**src/rtl/mac_pipe_acc.sv**
```systemverilog
// mac_pipe_acc: parametrised signed multiply-accumulate with optional multiplier pipelining,
// saturate/wrap accumulation, per-sample clear and a sticky overflow flag.
module mac_pipe_acc #(
    parameter int W    = 12,
    parameter int AW   = 24,
    parameter int PIPE = 0,
    parameter int SAT  = 1
) (
    input  logic                 clk,
    input  logic                 reset,
    input  logic signed [W-1:0]  a,
    input  logic signed [W-1:0]  b,
    input  logic                 valid_in,
    input  logic                 clear_acc,
    output logic signed [AW-1:0] f,
    output logic                 valid_out,
    output logic                 ovf
);
    localparam logic [AW-1:0] F_MAX = {1'b0, {(AW-1){1'b1}}};
    localparam logic [AW-1:0] F_MIN = {1'b1, {(AW-1){1'b0}}};

    logic signed [W-1:0]   a_q, b_q;
    logic                  clr_q, v0;
    logic signed [2*W-1:0] mul;
    logic signed [AW-1:0]  prod, p_fin, base;
    logic                  c_fin, v_fin, of;
    logic [AW:0]           sum;

    always_ff @(posedge clk or negedge reset) begin
        if (!reset) begin
            a_q   <= '0;
            b_q   <= '0;
            clr_q <= 1'b0;
            v0    <= 1'b0;
        end else begin
            v0 <= valid_in;
            if (valid_in) begin
                a_q   <= a;
                b_q   <= b;
                clr_q <= clear_acc;
            end
        end
    end

    assign mul  = (2*W)'(a_q) * (2*W)'(b_q);
    assign prod = AW'(mul);

    generate
        if (PIPE == 0) begin : g_comb
            assign p_fin = prod;
            assign c_fin = clr_q;
            assign v_fin = v0;
        end else begin : g_pipe
            logic signed [AW-1:0] p_r [1:PIPE];
            logic                 c_r [1:PIPE];
            logic                 v_r [1:PIPE];
            always_ff @(posedge clk or negedge reset) begin
                if (!reset) begin
                    for (int i = 1; i <= PIPE; i++) begin
                        p_r[i] <= '0;
                        c_r[i] <= 1'b0;
                        v_r[i] <= 1'b0;
                    end
                end else begin
                    p_r[1] <= prod;
                    c_r[1] <= clr_q;
                    v_r[1] <= v0;
                    for (int i = 2; i <= PIPE; i++) begin
                        p_r[i] <= p_r[i-1];
                        c_r[i] <= c_r[i-1];
                        v_r[i] <= v_r[i-1];
                    end
                end
            end
            assign p_fin = p_r[PIPE];
            assign c_fin = c_r[PIPE];
            assign v_fin = v_r[PIPE];
        end
    endgenerate

    // One guard bit: overflow shows as disagreement between the top two sum bits.
    assign base = c_fin ? '0 : f;
    assign sum  = {base[AW-1], base} + {p_fin[AW-1], p_fin};
    assign of   = sum[AW] ^ sum[AW-1];

    always_ff @(posedge clk or negedge reset) begin
        if (!reset) begin
            f         <= '0;
            valid_out <= 1'b0;
            ovf       <= 1'b0;
        end else begin
            valid_out <= v_fin;
            if (v_fin) begin
                f   <= (SAT != 0 && of) ? (sum[AW] ? F_MIN : F_MAX) : sum[AW-1:0];
                ovf <= (!c_fin && ovf) | of;
            end
        end
    end
endmodule

```
**config.mk**
```make
export PLATFORM = sky130hd
export DESIGN_NAME = mac_pipe_acc
export DESIGN_NICKNAME = d
export VERILOG_FILES = /design/src/rtl/mac_pipe_acc.sv
export SDC_FILE = /design/constraint.sdc
export NUM_CORES = 1
export LEC_CHECK = 0
export CAP_MARGIN = 20
export CORE_UTILIZATION = 60
export CTS_CLUSTER_DIAMETER = 120
export DETAILED_ROUTE_END_ITERATION = 8
export GPL_TIMING_DRIVEN = 1
export HOLD_SLACK_MARGIN = 0.05
export PLACE_DENSITY = 0.92
export SLEW_MARGIN = 20
export SYNTH_ARGS = -nofsm -noshare
export SYNTH_HDL_FRONTEND = slang
export SYNTH_SLANG_ARGS = --single-unit
```
**constraint.sdc**
```tcl
create_clock -name clk -period 10.1 [get_ports clk]
set_clock_uncertainty 0.15 [all_clocks]
set_input_delay 2.02 -clock clk [delete_from_list [all_inputs] [get_ports clk]]
set_output_delay 2.02 -clock clk [all_outputs]
set_load 0.05 [all_outputs]
```
==> results.py <==
metrics = {
    "logic_synthesis": {
        "synth-main-ff-cell": "dfrtp_1",
        "syn_nets": 1150,
        "yosysWarnings": 0,
        "yosys_register_bits": 52,
        "async_flop_share_pct": 100.0,
        "synthCells": 888,
        "synth_edf_count": 0,
        "ys_types": 55,
        "synth_area_um2": 8786,
        "ys_seq_area_share_pct": 14.81,
        "avgSynthCellArea_um2": 9.894,
    },
    "cts": {
        "cts_resized": 0,
        "clkTransAtPathRegs_ns": 0.07,
        "htreeDepth": 2,
        "numCtsBuffers": 5,
        "post_cts.repair.setup_buffers": 0,
        "cts_tree": "built",
        "insertion_delay_ns": 0.30,
        "clock_path_buffers": 2,
        "cts_hold_buf": 0,
        "clock_sinks": 52,
        "ctsRootBufferMaster": "clkbuf_16",
    },
    "sta": {
        "rsz0062_at_grt": "false",
        "worst_pin_slew_ns": 1.056,
        "max_freq_mhz": 143.8,
        "period_minus_slack_ns": 6.955,
        "fin_crit_sh_pct": 68.86,
        "slew_headroom_pct": 29.63,
        "slew_violations": 0,
        "tns_ns": 0,
        "setup_violations": 0,
        "report.final.hold_viol_count": 0,
    },
    "flow_run": {
        "maxCapViolations": 0,
    },
    "detailed_routing": {
        "wire_per_inst_um": 18.40,
        "drtIter0Drc": 523,
        "drc": 0,
        "viasPerCell": 5.967,
        "ant_nets": 0,
        "drtPass1Iterations": 5,
        "vias": 6462,
        "finalWirelength_mm": 19.93,
    },
    "setup_path": {
        "crit_path_top_delay_cell": "mux2i_4",
        "cp_max_fo": 35,
        "cp_common_cell": "fa_1",
        "crit_type": "flop to flop",
        "reg2reg_depth": 17,
        "r2r-start": "a_q[11]$_DFFE_PN0P_",
        "cp-start-kind": "flop",
        "path_cells": "and2_1 -> inv_1 -> fa_1 -> inv_1 -> fa_1 -> fa_1 -> fa_1 -> fa_1 -> ha_1 -> ha_1 -> a21oi_1 -> o21ai_0 -> a31oi_4 -> o22ai_2 -> mux2i_4 -> o32ai_1 -> a211oi_1",
        "critPathLaunch": "a_q[11]$_DFFE_PN0P_",
        "crit_path_max_incr_delay_ns": 0.82,
        "r2r_setup_slack_ns": 3.15,
        "endpoint_kind": "flop",
        "endpoint": "f[22]$_DFFE_PN0P_",
        "timing.rr.end": "f[22]$_DFFE_PN0P_",
        "critPathRequiredTime_ns": 10.16,
        "arrival_ns": 7.01,
    },
    "global_routing": {
        "grt_usage_pct": 29.29,
        "gr-total-overflow": 0,
        "grt_pass1_vias": 7149,
        "antenna_found_initial": 0,
        "grt_pass1_wl_mm": 33.75,
        "grt_max_degree": 53,
    },
    "die": {
        "dieArea_um2": 15130,
        "rows": 43,
        "core_um2": 14100,
        "die_h_um": 123.0,
        "die_w_um": 123.0,
        "io_pins": 54,
        "initial_utilization_pct": 62.33,
    },
    "placed_design": {
        "portBuffers": 53,
        "gp_congestion": 0.8838,
        "place_hpwl_mm": 16.08,
    },
    "layout": {
        "drive_gt1_share_pct": 5.094,
        "area_growth_pct": 8.103,
        "layout.nets": 1164,
        "n_antenna_cell": 0,
    },
    "hold_path": {
        "min-delay-path-class": "flop to flop",
    },
    "run_status": {
        "status": "complete, no violations",
    },
}
cell families after synthesis:
logic type / Yosys count / synth area share (%)
AOI/OAI and AO/OA: 112 / 8.986
xor gates and xnor gates: 25 / 2.649
adders and majority gates: 234 / 47.51
buffers and inverters: 194 / 8.559
DFF: 52 / 14.81
muxes: 25 / 3.332
and+or+nand+nor: 246 / 14.16
state kept, by name (all words and copies together), names as in the netlist:
| name | flops |
|---|---|
| f | 24 |
| c_fin | 1 |
| ovf | 1 |
| valid_out | 1 |
| b_q | 12 |
| a_q | 12 |
| v0 | 1 |
Yosys cell counts (2+ instances only):
cell / instances / area, µm²
nor2_1: 18 / 67.56
xor2_1: 7 / 61.31
a211oi_1: 3 / 22.52
o21bai_1: 2 / 15.01
o211ai_1: 4 / 30.03
o21ai_0: 20 / 100.1
buf_2: 3 / 15.01
buf_6: 2 / 22.52
a211oi_2: 2 / 25.02
inv_1: 146 / 548.0
ha_1: 68 / 850.8
o2bb2ai_1: 8 / 70.07
o2111ai_1: 6 / 52.55
o221ai_1: 2 / 17.52
and2_1: 66 / 412.9
a31oi_1: 8 / 50.05
xnor2_1: 17 / 148.9
nand4_1: 7 / 43.79
clkbuf_1: 40 / 150.1
a22oi_1: 8 / 60.06
a21o_1: 4 / 30.03
a21oi_1: 25 / 125.1
mux2_2: 24 / 270.3
dfrtp_1: 52 / 1301
nand3_1: 14 / 70.07
o21a_1: 2 / 15.01
nand2_1: 102 / 382.9
fa_1: 166 / 3323
o31ai_1: 7 / 52.55
nor3_1: 2 / 10.01
nor2b_1: 14 / 87.58
nand2b_1: 15 / 93.84
and3_1: 2 / 12.51
layer usage:
| metal | GRT usage (%) | share of wire, % | vias up |
|---|---|---|---|
| met4 | 16.34 | 5.2 | 0 |
| met3 | 3.644 | 5.7 | 89 |
| met1 | 34.64 | 37 | 3252 |
| li1 | - | - | 2837 |
| met2 | 51.76 | 52 | 284 |
| met5 | 0 | 0 | - |
critical path: cells and delay by family, from the launching register on:
family / cells / cell delay, ns
compound gates: 6 / 1.41
fa+ha+maj: 7 / 3.20
buf+inv: 2 / 0.46
flops: 1 / 0.58
mux: 1 / 0.82
simple gates: 1 / 0.23
area by class of cell:
type | instances | area [µm²]
Clock buffer | 7 | 142.6
Clock inverter | 1 | 7.507
Fill cell | 1046 | 4598
Inverter | 146 | 548.0
Multi-Input combinational cell | 642 | 6733
Sequential cell | 52 | 1301
Tap cell | 180 | 225.2
Timing Repair Buffer | 55 | 540.5
through the flow:
stage / util [%] / worst slack (ns) / area [µm²] / hold WS, ns / std cells
after detailed placement: 66.31 / 3.252 / 9348 / 0.3557 / 1075
after global placement: 66.31 / 3.484 / 9348 / 0.3478 / 1075
after floorplan: - / 4.237 / 8786 / 0.2586 / 888
after CTS: 67.38 / 3.222 / 9498 / 0.3699 / 1083
after global routing: 67.38 / 2.729 / 9498 / 0.3798 / 1083
final: 67.38 / 3.145 / 9498 / 0.3708 / 1083
cells in the final DEF (no fill, tap or decap), types with 17 or more instances in the layout:
cell,count
fa_1,166
inv_1,146
nand2_1,102
ha_1,68
and2_1,66
dfrtp_1,52
clkdlybuf4s50_1,52
a21oi_1,25
mux2_2,24
o21ai_0,20
nor2_1,18
xnor2_1,17
worst min-delay path by stage:
stage	startpoint	endpoint	depth (start not counted)
after global routing	f[0]$_DFFE_PN0P_	f[0]$_DFFE_PN0P_	1
after global placement	f[0]$_DFFE_PN0P_	f[0]$_DFFE_PN0P_	1
final	f[0]$_DFFE_PN0P_	f[0]$_DFFE_PN0P_	1
after detailed placement	f[0]$_DFFE_PN0P_	f[0]$_DFFE_PN0P_	1
after floorplan	v0$_DFF_PN0_	valid_out$_DFF_PN0_	0
after CTS	f[0]$_DFFE_PN0P_	f[0]$_DFFE_PN0P_	1
Power is not shown: default switching activity piles up to over one toggle a cycle in this logic, so the estimate is an artifact.
